--- config.mk ---
export PLATFORM = sky130hd
export DESIGN_NAME = load_store_unit
export DESIGN_NICKNAME = d
export VERILOG_FILES = /design/src/rtl/lsu_pkg.sv /design/src/rtl/load_store_unit_align.sv /design/src/rtl/load_store_unit.sv
export SDC_FILE = /design/constraint.sdc
export NUM_CORES = 1
export LEC_CHECK = 0
export ABC_AREA = 1
export BUFFER_PORTS_ARGS = -buffer_cell sky130_fd_sc_hd__buf_2
export CAP_MARGIN = 20
export CORE_MARGIN = 10
export CORE_UTILIZATION = 45
export DETAILED_ROUTE_END_ITERATION = 8
export MAX_ROUTING_LAYER = met4
export PLACE_DENSITY = 0.73
export RECOVER_POWER = 100
export SYNTH_ARGS = -nofsm -noshare
export SYNTH_HDL_FRONTEND = slang
export SYNTH_SLANG_ARGS = --single-unit
--- constraint.sdc ---
create_clock -name clk -period 3 [get_ports clk]
set_input_delay 0 -clock clk [delete_from_list [all_inputs] [get_ports clk]]
set_output_delay 0 -clock clk [all_outputs]
set_load 0.005 [all_outputs]
--- src/rtl/lsu_pkg.sv ---
// Shared encodings for the load/store unit: RV32I width codes, FSM states, error causes.
package lsu_pkg;

    localparam logic [2:0] LB  = 3'b000;
    localparam logic [2:0] LH  = 3'b001;
    localparam logic [2:0] LW  = 3'b010;
    localparam logic [2:0] LBU = 3'b100;
    localparam logic [2:0] LHU = 3'b101;
    localparam logic [2:0] SB  = 3'b000;
    localparam logic [2:0] SH  = 3'b001;
    localparam logic [2:0] SW  = 3'b010;

    typedef enum logic [1:0] {
        IDLE = 2'b00,
        REQ  = 2'b01,
        WAIT = 2'b10,
        DONE = 2'b11
    } state_t;

    localparam logic [1:0] ERR_NONE     = 2'b00;
    localparam logic [1:0] ERR_MISALIGN = 2'b01;
    localparam logic [1:0] ERR_TIMEOUT  = 2'b10;
    localparam logic [1:0] ERR_ILLEGAL  = 2'b11;

endpackage

--- src/rtl/load_store_unit_align.sv ---
// Combinational lane logic: store byte enables/replication, load extraction/extension,
// and the illegal/misaligned pre-checks. Zero latency, no flow control.
module lsu_align
    import lsu_pkg::*;
(
    input  logic [2:0]  st_funct3,
    input  logic [1:0]  st_addr_lo,
    input  logic [31:0] st_data,
    input  logic        is_load,
    input  logic        is_store,
    output logic [3:0]  be,
    output logic [31:0] wdata,
    output logic        illegal,
    output logic        misalign,
    input  logic [2:0]  ld_funct3,
    input  logic [1:0]  ld_addr_lo,
    input  logic [31:0] ld_rdata,
    output logic [31:0] ld_data
);

    logic [31:0] shifted;

    always_comb begin
        illegal = (is_load && is_store)
               || (is_load && (st_funct3 == 3'b011 || st_funct3 == 3'b110 || st_funct3 == 3'b111))
               || (is_store && (st_funct3 > 3'b010));
        misalign = ((st_funct3[1:0] == 2'b01) && st_addr_lo[0])
                || ((st_funct3[1:0] == 2'b10) && (st_addr_lo != 2'b00));

        be    = 4'b0000;
        wdata = st_data;
        case (st_funct3)
            SB: begin
                be    = 4'b0001 << st_addr_lo;
                wdata = {4{st_data[7:0]}};
            end
            SH: begin
                be    = st_addr_lo[1] ? 4'b1100 : 4'b0011;
                wdata = {2{st_data[15:0]}};
            end
            SW: be = 4'b1111;
            default: be = 4'b0000;
        endcase
        // Loads always fetch the full word; the lane is picked on the way back.
        if (!is_store) be = 4'b1111;
    end

    always_comb begin
        shifted = ld_rdata >> {ld_addr_lo, 3'b000};
        case (ld_funct3)
            LB:      ld_data = {{24{shifted[7]}}, shifted[7:0]};
            LH:      ld_data = {{16{shifted[15]}}, shifted[15:0]};
            LW:      ld_data = shifted;
            LBU:     ld_data = {24'd0, shifted[7:0]};
            LHU:     ld_data = {16'd0, shifted[15:0]};
            default: ld_data = 32'd0;
        endcase
    end

endmodule

--- src/rtl/load_store_unit.sv ---
// Memory stage: one load/store per instruction over req/gnt/rvalid; min latency accept->wb_valid 3 cycles.
// Stalls upstream via lsu_busy whenever not IDLE; aborts with a timeout error if memory never answers.
module load_store_unit
    import lsu_pkg::*;
#(
    parameter int TIMEOUT_CYCLES = 16,
    parameter int CNT_W          = 5
)(
    input  logic        clk,
    input  logic        rst_n,
    input  logic        ex_valid,
    input  logic        ex_mem_read,
    input  logic        ex_mem_write,
    input  logic [2:0]  ex_funct3,
    input  logic [31:0] ex_addr,
    input  logic [31:0] ex_store_data,
    input  logic [4:0]  ex_rd,
    input  logic        flush,
    output logic        lsu_busy,
    output logic        mem_req,
    output logic        mem_we,
    output logic [31:0] mem_addr,
    output logic [3:0]  mem_be,
    output logic [31:0] mem_wdata,
    input  logic        mem_gnt,
    input  logic        mem_rvalid,
    input  logic [31:0] mem_rdata,
    output logic        wb_valid,
    output logic        wb_we,
    output logic [4:0]  wb_rd,
    output logic [31:0] wb_data,
    output logic        lsu_err,
    output logic [1:0]  lsu_err_cause
);

    state_t           state;
    logic [CNT_W-1:0] cnt;
    logic             is_load;
    logic [2:0]       funct3_q;
    logic [1:0]       addr_lo_q;
    logic [4:0]       rd_q;
    logic             flushed;

    logic [3:0]  st_be;
    logic [31:0] st_wdata;
    logic        illegal;
    logic        misalign;
    logic [31:0] ld_data;
    logic        accept;
    logic        timeout_hit;

    lsu_align u_align (
        .st_funct3  (ex_funct3),
        .st_addr_lo (ex_addr[1:0]),
        .st_data    (ex_store_data),
        .is_load    (ex_mem_read),
        .is_store   (ex_mem_write),
        .be         (st_be),
        .wdata      (st_wdata),
        .illegal    (illegal),
        .misalign   (misalign),
        .ld_funct3  (funct3_q),
        .ld_addr_lo (addr_lo_q),
        .ld_rdata   (mem_rdata),
        .ld_data    (ld_data)
    );

    assign accept      = ex_valid && (ex_mem_read || ex_mem_write) && !flush;
    assign timeout_hit = (cnt == CNT_W'(TIMEOUT_CYCLES - 1));
    assign lsu_busy    = (state != IDLE);

    always_ff @(posedge clk or negedge rst_n) begin
        if (!rst_n) begin
            state         <= IDLE;
            cnt           <= '0;
            is_load       <= 1'b0;
            funct3_q      <= 3'd0;
            addr_lo_q     <= 2'd0;
            rd_q          <= 5'd0;
            flushed       <= 1'b0;
            mem_req       <= 1'b0;
            mem_we        <= 1'b0;
            mem_addr      <= 32'd0;
            mem_be        <= 4'd0;
            mem_wdata     <= 32'd0;
            wb_valid      <= 1'b0;
            wb_we         <= 1'b0;
            wb_rd         <= 5'd0;
            wb_data       <= 32'd0;
            lsu_err       <= 1'b0;
            lsu_err_cause <= ERR_NONE;
        end else begin
            wb_valid      <= 1'b0;
            wb_we         <= 1'b0;
            lsu_err       <= 1'b0;
            lsu_err_cause <= ERR_NONE;
            case (state)
                IDLE: begin
                    if (accept) begin
                        if (illegal) begin
                            lsu_err       <= 1'b1;
                            lsu_err_cause <= ERR_ILLEGAL;
                        end else if (misalign) begin
                            lsu_err       <= 1'b1;
                            lsu_err_cause <= ERR_MISALIGN;
                        end else begin
                            state     <= REQ;
                            cnt       <= '0;
                            flushed   <= 1'b0;
                            is_load   <= ex_mem_read;
                            funct3_q  <= ex_funct3;
                            addr_lo_q <= ex_addr[1:0];
                            rd_q      <= ex_rd;
                            mem_req   <= 1'b1;
                            mem_we    <= ex_mem_write;
                            mem_addr  <= {ex_addr[31:2], 2'b00};
                            mem_be    <= st_be;
                            mem_wdata <= st_wdata;
                        end
                    end
                end
                REQ: begin
                    if (timeout_hit) begin
                        mem_req       <= 1'b0;
                        state         <= IDLE;
                        lsu_err       <= 1'b1;
                        lsu_err_cause <= ERR_TIMEOUT;
                    end else if (mem_gnt) begin
                        // A grant commits the access even if flushed this cycle.
                        mem_req <= 1'b0;
                        state   <= WAIT;
                        flushed <= flush;
                        cnt     <= cnt + 1'b1;
                    end else if (flush) begin
                        mem_req <= 1'b0;
                        state   <= IDLE;
                    end else begin
                        cnt <= cnt + 1'b1;
                    end
                end
                WAIT: begin
                    if (mem_rvalid) begin
                        state    <= DONE;
                        wb_valid <= !(flushed || flush);
                        wb_we    <= is_load && (rd_q != 5'd0) && !(flushed || flush);
                        wb_rd    <= rd_q;
                        wb_data  <= is_load ? ld_data : 32'd0;
                    end else if (timeout_hit) begin
                        state         <= IDLE;
                        lsu_err       <= 1'b1;
                        lsu_err_cause <= ERR_TIMEOUT;
                    end else begin
                        cnt <= cnt + 1'b1;
                        if (flush) flushed <= 1'b1;
                    end
                end
                DONE: state <= IDLE;
                default: state <= IDLE;
            endcase
        end
    end

endmodule

==> run_results.csv, run 1 <==
group,metric,value,unit
power_and_ir_drop,ir_drop,0.4307,mV
timing,finalHoldViolCount,0,
power_and_ir_drop,swShare,37.25,%
floorplanning,dieHeight,139.2,um
floorplanning,rows,43,
placed_design,port_buffers,222,
clock_tree,insertion_delay,0.42,ns
final_layout,layout-drive-gt1-share,14.30,%
global_routing,grt_start_max_net_pins,97,
timing,rsz0062_at_grt,"no",
power_and_ir_drop,p_comb_share,35.6,%
timing,drv_slew,33,
worst_hold_path,holdCritPathClass,"in -> reg",
clock_tree,clkSinkCount,129,
setup_path,crit_fanout,96,
final_layout,fin_area,8981,sq um
setup_path,crit_required,3.31,ns
floorplanning,dieWidth,139.2,um
route,via_per_inst,4.944,
power_and_ir_drop,power.switching,2858,uW
clock_tree,cts-root-buf,"clkbuf_16",
logic_synthesis,netlist_area,6392,sq um
floorplanning,dieArea,19370,sq um
logic_synthesis,synth-main-ff-cell,"dfrtp_1",
clock_tree,cts_resized,0,
global_routing,grt-ovfl-total,0,
final_layout,final_cell_mix,"nand2_1 (416), dfrtp_1 (129), buf_2 (124), clkbuf_1 (102), dlygate4sd3_1 (96)",
final_layout,n_antenna_cell,0,
power_and_ir_drop,seq_power_share,38.4,%
timing,slew_headroom,-11.19,%
setup_path,crit_path_end_kind,"flop",
logic_synthesis,synth_enable_flop_cells,0,
timing,tightest_slew,1.668,ns
timing,setup_viol,0,
floorplanning,coreArea,13880,sq um
setup_path,startpoint_type,"flop",
timing,fmax,0.4170,GHz
global_routing,grt_pass1_wl,34500,um
route,num_vias,6734,
power_and_ir_drop,pwr-share-clk,26.1,%
route,drc,0,
setup_path,arrival,2.70,ns
clock_tree,clkSlewWorstSetupHoldPaths,0.06,ns
logic_synthesis,async_flop_share,100.0,%
power_and_ir_drop,leakage,0.004884,uW
final_layout,final_nets,1289,
logic_synthesis,synth.distinct_cells,28,
floorplanning,io_pins,225,
floorplanning,start_util,46.05,%
power_and_ir_drop,internal-power,4813,uW
clock_tree,cts_max_path_buffers,2,
logic_synthesis,netlist_instances,864,
placed_design,placed_area,7614,sq um
final_layout,final_common_cell,"nand2_1",
global_routing,antenna_found_initial,0,
clock_tree,cts_made_buffers,17,
global_routing,grt_pass1_vias,6866,
route,postRouteAntennaNets,0,
final_layout,utilization,64.70,%
outcome,failed_checks,"max-capacitance violations, max-slew violations",
setup_path,path_class,"reg -> reg",
clock_tree,cts_setup_buffers,0,
placed_design,gp_congestion,0.8817,
logic_synthesis,syn_avg_cell_area,7.399,sq um
clock_tree,cts_tree,"built",
flow_run,maxCapViolCount,1,
outcome,status,"complete, but fails checks",
logic_synthesis,ys_ff_latch,129,
timing,skew,0.006539,ns
final_layout,syn2layout_area_growth,40.50,%
timing,post-route-min-period,2.398,ns
route,drt-initial-drc-count,500,
global_routing,grt.total_usage,22.12,%
route,wirelength,21100,um
timing,fin_setup_tns,0,ns
power_and_ir_drop,powerDensity,854.1,nW/um^2
logic_synthesis,ys_seq_area_share,50.50,%
placed_design,hpwl,14380,um
timing,finalCritPeriodShare,79.93,%
logic_synthesis,yosysWarnings,0,
route,wl_per_cell,15.49,um
clock_tree,h-tree-depth,4,
final_layout,fillers,1218,
route,dr.pass1.iters,6,
[power groups by stage]
stage | clock, uW | combinational, uW | sequential (uW)
after floorplan | 0 | 1540 | 2920
after global routing | 2120 | 3140 | 3030
after CTS | 2040 | 2910 | 2910
after detailed placement | 0 | 2790 | 2910
final | 2000 | 2730 | 2940
after global placement | 0 | 2730 | 2900
[critical path, stage by stage, from the launching register on]
cell and delay (ns):
dfrtp_1 0.42, inv_1 0.12, ha_1 0.26, inv_1 0.08, nor2_1 0.28, nand3_4 0.10, clkbuf_4 0.56, o21ai_0 0.41
[layout make-up]
class	count	area [sq um]	share of cell area (%)
Clock inverter	9	108.9	1.212
Clock buffer	22	464.2	5.169
Timing Repair Buffer	327	2024	22.54
Tap cell	180	225.2	2.508
Inverter	58	217.7	2.424
Multi-Input combinational cell	637	2713	30.20
Sequential cell	129	3228	35.94
[logic make-up (layout without fill, tap and decap cells)]
| logic type | count (synthesis) | after routing | share of synthesized area, % |
|---|---|---|---|
| flops | 129 | 129 | 50.50 |
| simple gates | 539 | 539 | 33.84 |
| xor+xnor | 1 | 1 | 0.1370 |
| buf+inv | 99 | 416 | 7.007 |
| fa+ha+maj | 7 | 7 | 1.370 |
| compound gates | 88 | 88 | 7.085 |
| other cells | 1 | 2 | 0.05866 |
[layer usage]
| layer | GRT usage (%) | up-vias | part of all wire (%) |
|---|---|---|---|
| met3 | 7.500 | 28 | 9.5 |
| li1 | - | 3307 | - |
| met2 | 33.62 | 312 | 46 |
| met5 | - | - | 0 |
| met1 | 27.13 | 3087 | 43 |
| met4 | 7.194 | 0 | 1.4 |
[sequential cells by signal, indices dropped and copies added (netlist names)]
name           cells
wb_we              1
mem_we             1
state              2
cnt                5
wb_data           32
mem_wdata         32
lsu_err_cause      2
funct3_q           3
flushed            1
wb_rd              5
mem_addr          30
addr_lo_q          2
is_load            1
mem_be             4
wb_valid           1
rd_q               5
lsu_err            1
mem_req            1
[synth_stat cells (5+ instances only)]
master,n,share of area (%)
nor2_1,37,2.2
a21oi_1,23,1.8
o21ai_1,5,0.39
inv_1,55,3.2
o21ai_0,55,4.3
buf_2,22,1.7
ha_1,7,1.4
dfrtp_1,129,50
nand3_1,72,5.6
clkbuf_1,11,0.65
buf_6,5,0.88
nand2_1,416,24
[timing repair]
item | in CTS | in global routing
hold endpoints to repair | 189 | 0
hold buffers | 96 | 0
endpoints found under the setup margin | 0 | 0
[metrics by stage]
stage / setup WS (ns) / hold WS, ns / power [uW] / cells
final: 0.6022 / 0.02095 / 7670 / 1362
after global routing: 0.3893 / 0.03936 / 8302 / 1362
after CTS: 0.8139 / 0.00003342 / 7861 / 1362
after detailed placement: 0.8968 / -0.02445 / 5692 / 1235
after global placement: 0.9415 / -0.03156 / 5629 / 1235
after floorplan: 1.301 / -0.2956 / 4457 / 865
[final timing paths]
kind,cells past startpoint,endpoint,slack [ns],startpoint
worst max-delay path,7,mem_wdata[19],0.60,state[0]
worst min-delay path,5,state[1],0.02,mem_gnt
worst max register to register,7,mem_wdata[19],0.60,state[0]
worst min register to register,2,wb_data[10],0.47,wb_data[10]
max in group asynchronous,3,lsu_err_cause[0],0.99,rst_n
min in group asynchronous,2,wb_data[22],0.09,rst_n
No activity file was read; power rests on OpenSTA's default activity.
==> run 2, diff against run 1 <==
PLACE_DENSITY = 0.76   (was 0.73)
clock period = 2 ns   (was 3 ns; I/O delays follow)
==> run 2 against run 1 <==
The run still ends with max-capacitance violations, max-slew violations left. Global-route usage is 1.5 points higher. Die area unchanged. Sequential power up 52%. Highest routed layer unchanged. Register-to-register slack got worse by 0.42 ns. Setup slack got worse by 0.56 ns. Worst hold slack improved by 0.0027 ns.
==> run_results.csv, run 2 (synthesis gave the netlist of run 1 again) <==
group,metric,value,unit
outcome,status,"complete, but fails checks",
outcome,failed_checks,"max-capacitance violations, max-slew violations",
setup_path,arrival,2.26,ns
global_routing,grt_start_max_net_pins,74,
floorplanning,start_util,46.05,%
global_routing,grt.total_usage,23.57,%
timing,rsz0062_at_grt,"no",
power_and_ir_drop,ir_drop,0.6588,mV
final_layout,n_antenna_cell,0,
global_routing,antenna_found_initial,0,
clock_tree,clkSinkCount,129,
clock_tree,h-tree-depth,4,
setup_path,path_class,"in -> reg",
final_layout,ff_latch_area,3229,sq um
global_routing,grt_pass1_wl,36710,um
power_and_ir_drop,swShare,37.98,%
final_layout,final_cell_mix,"nand2_1 (415), dfrtp_1 (128), buf_2 (127), dlygate4sd3_1 (102), clkbuf_1 (97)",
route,wirelength,22550,um
clock_tree,cts_tree,"built",
placed_design,hpwl,14460,um
floorplanning,dieArea,19370,sq um
setup_path,startpoint_type,"input pin",
clock_tree,clkSlewWorstSetupHoldPaths,0.06,ns
global_routing,grt_pass1_vias,7103,
power_and_ir_drop,seq_power_share,37.8,%
power_and_ir_drop,leakage,0.004984,uW
worst_hold_path,holdCritPathClass,"in -> reg",
final_layout,layout-drive-gt1-share,16.13,%
route,drt-initial-drc-count,587,
floorplanning,dieHeight,139.2,um
power_and_ir_drop,internal-power,7317,uW
final_layout,finalNonFillerCells,1383,
clock_tree,insertion_delay,0.42,ns
floorplanning,rows,43,
route,dr.pass1.iters,5,
route,num_vias,7006,
timing,fmax,0.5109,GHz
final_layout,syn2layout_area_growth,43.98,%
power_and_ir_drop,powerDensity,1282,nW/um^2
route,via_per_inst,5.066,
clock_tree,cts_made_buffers,17,
global_routing,grt-ovfl-total,0,
timing,finalHoldViolCount,0,
clock_tree,cts_max_path_buffers,2,
timing,slew_headroom,-7.642,%
timing,tightest_slew,1.615,ns
power_and_ir_drop,power.switching,4481,uW
timing,post-route-min-period,1.957,ns
clock_tree,cts-root-buf,"clkbuf_16",
route,postRouteAntennaNets,0,
route,wl_per_cell,16.31,um
timing,fin_setup_tns,0,ns
setup_path,crit_fanout,10,
placed_design,port_buffers,222,
power_and_ir_drop,pwr-share-clk,25.6,%
timing,skew,0.008744,ns
timing,setup_viol,0,
setup_path,crit_required,2.31,ns
floorplanning,io_pins,225,
timing,finalCritPeriodShare,97.87,%
timing,drv_slew,61,
floorplanning,dieWidth,139.2,um
route,drc,0,
setup_path,crit_path_end_kind,"flop",
placed_design,dpl.cell_count,1247,
final_layout,final_nets,1310,
floorplanning,coreArea,13880,sq um
flow_run,maxCapViolCount,1,
final_layout,final_common_cell,"nand2_1",
power_and_ir_drop,p_comb_share,36.6,%
final_layout,fillers,1139,
final_layout,multi_input_area,2718,sq um
placed_design,gp_congestion,0.8363,
final_layout,largestRegisters,"mem_wdata: 32 flops, wb_data: 32 flops, mem_addr: 30 flops",
==> run 2: final timing paths <==
check	startpoint	end	slack [ns]	cells past startpoint
max	ex_funct3[1]	mem_wdata[24]	0.04	11
min	mem_rdata[15]	wb_data[7]	0.02	5
max reg2reg	state[0]	mem_addr[29]	0.18	9
min reg2reg	flushed	wb_valid	0.45	1
max in group asynchronous	rst_n	addr_lo_q[1]	0.39	2
min in group asynchronous	rst_n	mem_addr[6]	0.54	2
==> run 2: what timing repair did <==
item | CTS | global route
endpoints found under the setup margin | 0 | 27
resized for setup | 0 | 5
endpoints found under the hold margin | 156 | 0
buffers inserted | 0 | 2
hold buffers | 102 | 0
==> run 2: through the flow <==
stage                     utilization (%)  total power (uW)  instance area (sq um)  setup WS (ns)  hold slack [ns]
after floorplan                         -              6685                   6396         0.3009          -0.2956
after CTS                           67.15             11900                   9321         0.1394         0.002356
after global placement              55.68              8557                   7729         0.2570          0.02977
final                               66.31             11800                   9204        0.04256          0.02365
after global routing                66.31             12670                   9204       0.002214          0.03166
after detailed placement            55.68              8635                   7729         0.1495          0.03230
==> run 2: per-layer routing <==
| layer | track usage [%] | up-vias | wire, um |
|---|---|---|---|
| met5 | - | - | 0 |
| met3 | 7.397 | 38 | 2029 |
| met1 | 29.25 | 3220 | 9683 |
| met4 | 7.468 | 0 | 367 |
| li1 | - | 3358 | - |
| met2 | 35.95 | 390 | 10470 |
==> run 2: final cells by class <==
cell class | count | share of cell area [%]
Sequential cell | 129 | 35.09
Multi-Input combinational cell | 637 | 29.53
Timing Repair Buffer | 347 | 24.24
Clock buffer | 21 | 5.003
Tap cell | 180 | 2.447
Inverter | 58 | 2.406
Clock inverter | 10 | 1.210
Timing Repair inverter | 1 | 0.08157
==> run 2: critical path: stages <==
cell           delay (ns)
dlygate4sd3_1        0.53
clkbuf_2             0.16
nor2_1               0.05
clkbuf_2             0.19
nand2_2              0.23
nor2_1               0.08
a21oi_1              0.18
nand2_1              0.10
dlygate4sd3_1        0.59
nand2_1              0.08
nand2_1              0.06
==> run 2: power by group through the flow <==
stage / Combinational, uW / Clock (uW) / Sequential (uW)
floorplan: 2310 / 0 / 4380
global placement: 4170 / 0 / 4390
detailed placement: 4270 / 0 / 4370
CTS: 4450 / 3060 / 4380
global route: 4910 / 3180 / 4580
finish: 4320 / 3020 / 4460
==> run 3, diff against run 2 <==
ABC_AREA = not set   (was 1)
PLACE_DENSITY = 0.77   (was 0.76)
==> run 3 against run 2 <==
The run still ends with max-capacitance violations, max-slew violations left. Clock skew is 0.00083 ns higher. Power is 4.4% lower. Non-clock buffer count is 11 higher.
==> run_results.csv, run 3 <==
group,metric,value,unit
worst_hold_path,hp-start,"mem_rdata[12]",
global_routing,grt.total_usage,24.59,%
power_and_ir_drop,pwr-share-clk,25.2,%
logic_synthesis,syn_avg_cell_area,9.430,sq um
logic_synthesis,ys_top_cells_by_count,"nand2_1 (216), dfrtp_1 (129), o21ai_0 (55), mux2i_1 (35), nor2_1 (28)",
route,drc,0,
power_and_ir_drop,seq_power_share,38.7,%
route,wirelength,22950,um
floorplanning,dieHeight,136.3,um
setup_path,crit_fanout,8,
route,dr.pass1.iters,5,
clock_tree,cts-root-buf,"clkbuf_16",
logic_synthesis,synth.distinct_cells,52,
timing,rsz0062_at_grt,"yes",
timing,skew,0.009576,ns
flow_run,maxCapViolCount,1,
floorplanning,dieWidth,136.3,um
setup_path,r2r-end,"state[1]",
setup_path,arrival,2.30,ns
final_layout,final_nets,1101,
power_and_ir_drop,powerDensity,1249,nW/um^2
global_routing,grt-ovfl-total,0,
setup_path,crit_path_end_kind,"flop",
logic_synthesis,netlist_area,6082,sq um
global_routing,grt_pass1_wl,35160,um
logic_synthesis,synth_enable_flop_cells,0,
timing,hold_ws,0.02345,ns
timing,final.setup.worst_slack,0.008610,ns
setup_path,slowest_stage,"or4_4",
clock_tree,cts_made_buffers,17,
floorplanning,rows,42,
setup_path,max_stage_delay,0.69,ns
power_and_ir_drop,internal-power,7201,uW
outcome,failed_checks,"max-capacitance violations, max-slew violations",
floorplanning,start_util,45.93,%
clock_tree,clkSlewWorstSetupHoldPaths,0.06,ns
logic_synthesis,async_flop_share,100.0,%
route,num_vias,6401,
placed_design,hpwl,14030,um
logic_synthesis,netlist.area_leader.share,53.08,%
floorplanning,coreArea,13240,sq um
placed_design,port_buffers,222,
final_layout,layout-drive-gt1-share,22.61,%
logic_synthesis,ys_seq_area_share,53.08,%
setup_path,rrSetupSlack,0.07,ns
outcome,status,"complete, but fails checks",
timing,fmax,0.5022,GHz
timing,finalHoldViolCount,0,
setup_path,crit_required,2.31,ns
logic_synthesis,synth-main-ff-cell,"dfrtp_1",
placed_design,gp_congestion,0.8639,
power_and_ir_drop,ir_drop,0.8133,mV
worst_hold_path,holdCritPathClass,"in -> reg",
power_and_ir_drop,power.switching,4083,uW
placed_design,dp_slack,-0.07358,ns
timing,drv_slew,64,
power_and_ir_drop,swShare,36.18,%
timing,finalCritPeriodShare,99.57,%
global_routing,grt_start_max_net_pins,64,
logic_synthesis,netlist_instances,645,
clock_tree,cts_tree,"built",
logic_synthesis,synth_most_common_cell,"nand2_1",
clock_tree,h-tree-depth,4,
timing,post-route-min-period,1.991,ns
worst_hold_path,holdPathEnd,"wb_data[4]",
setup_path,startpoint_type,"input pin",
global_routing,grt_pass1_vias,6611,
timing,setup_viol,0,
setup_path,r2r_cells,6,
clock_tree,clkSinkCount,129,
power_and_ir_drop,p_total,11280,uW
logic_synthesis,synth_area_leader_cell,"dfrtp_1",
power_and_ir_drop,leakage,0.004405,uW
route,postRouteAntennaNets,0,
worst_hold_path,whs_path_depth,5,
timing,slew_headroom,-7.907,%
final_layout,largestRegisters,"mem_wdata: 32 flops, wb_data: 32 flops, mem_addr: 30 flops",
setup_path,path_class,"in -> reg",
logic_synthesis,synth.area.top_cells,"dfrtp_1 (53%), nand2_1 (13%), mux2i_1 (5.8%)",
global_routing,antenna_found_initial,1,
clock_tree,cts_max_path_buffers,2,
final_layout,final_common_cell,"nand2_1",
final_layout,syn2layout_area_growth,48.59,%
final_layout,fillers,1027,
logic_synthesis,ys_ff_latch,129,
timing,tightest_slew,1.619,ns
floorplanning,io_pins,225,
power_and_ir_drop,p_comb_share,36.0,%
final_layout,final_cell_mix,"nand2_1 (216), dfrtp_1 (129), buf_2 (120), clkbuf_1 (105), dlygate4sd3_1 (92)",
floorplanning,dieArea,18570,sq um
route,wl_per_cell,19.58,um
clock_tree,insertion_delay,0.41,ns
setup_path,path_cells,"dlygate4sd3_1 > buf_4 > nor2_1 > or3b_4 > or4_4 > buf_12 > o21ai_0",
logic_synthesis,yosysWarnings,0,
route,drt-initial-drc-count,602,
route,via_per_inst,5.462,
setup_path,r2r_start,"cnt[1]",
run 3: layer usage:
| metal | GRT usage [%] | vias to the layer above | part of all wire, % |
|---|---|---|---|
| li1 | - | 2873 | - |
| met1 | 28.66 | 3066 | 39 |
| met2 | 38.61 | 391 | 48 |
| met3 | 7.786 | 71 | 9.5 |
| met4 | 10.24 | 0 | 3.3 |
| met5 | - | - | 0 |
run 3: final cells by class:
| class | count | area, sq um | share of cell area, % |
|---|---|---|---|
| tap | 176 | 220.2 | 2.437 |
| antenna | 1 | 2.502 | 0.02769 |
| timing repair buffer | 358 | 2337 | 25.86 |
| multi-input combinational | 464 | 2659 | 29.42 |
| inverter | 12 | 45.04 | 0.4984 |
| clock buffer | 23 | 488.0 | 5.399 |
| sequential | 129 | 3228 | 35.72 |
| clock inverter | 9 | 57.56 | 0.6369 |
run 3: worst max-delay path, delay by kind of cell:
kind	cells	cell delay (ns)
AO/OA/AOI/OAI	1	0.24
buffers and inverters	3	0.88
AND/OR/NAND/NOR	3	1.17
run 3: metrics by stage:
stage	instances	instance area [sq um]	setup TNS (ns)	utilization, %
floorplan	646	6112	0	-
global placement	1041	7619	0	57.53
detailed placement	1041	7619	-0.4066	57.53
CTS	1165	9087	0	68.62
global route	1172	9037	-0.02939	68.24
finish	1172	9037	0	68.24
run 3: logic make-up after synthesis:
family | after synthesis | share of synthesized area [%]
flops | 129 | 53.08
mux | 53 | 9.278
fa+ha+maj | 7 | 1.440
compound gates | 124 | 13.12
simple gates | 278 | 18.93
other cells | 1 | 0.06166
buf+inv | 53 | 4.094
run 3: timing repair:
action,CTS,global route
endpoints found under the hold margin,153,0
gates resized for setup,1,10
hold buffers,92,0
gates cloned,0,4
buffers inserted,0,2
setup endpoints to repair,28,24
pin swaps,0,3
run 3: power by group through the flow:
stage	combinational, uW	clock [uW]	sequential [uW]
6_report	4060	2850	4370
2_1_floorplan	1960	0	4290
3_5_place_dp	3980	0	4290
3_3_place_gp	3850	0	4280
5_1_grt	4520	3010	4480
4_1_cts	4140	2870	4280
run 3: worst max-delay path by stage:
stage                  from            end  slack (ns)  depth (start not counted)
2_1_floorplan        cnt[0]         cnt[0]       0.007                          9
3_3_place_gp       state[0]  mem_wdata[16]        0.03                          7
3_5_place_dp       state[0]  mem_wdata[23]       -0.07                          6
4_1_cts            state[0]    wb_data[30]        0.03                          7
5_1_grt        ex_funct3[1]   mem_wdata[8]      -0.007                          9
6_report       ex_mem_write  mem_wdata[23]       0.009                          7
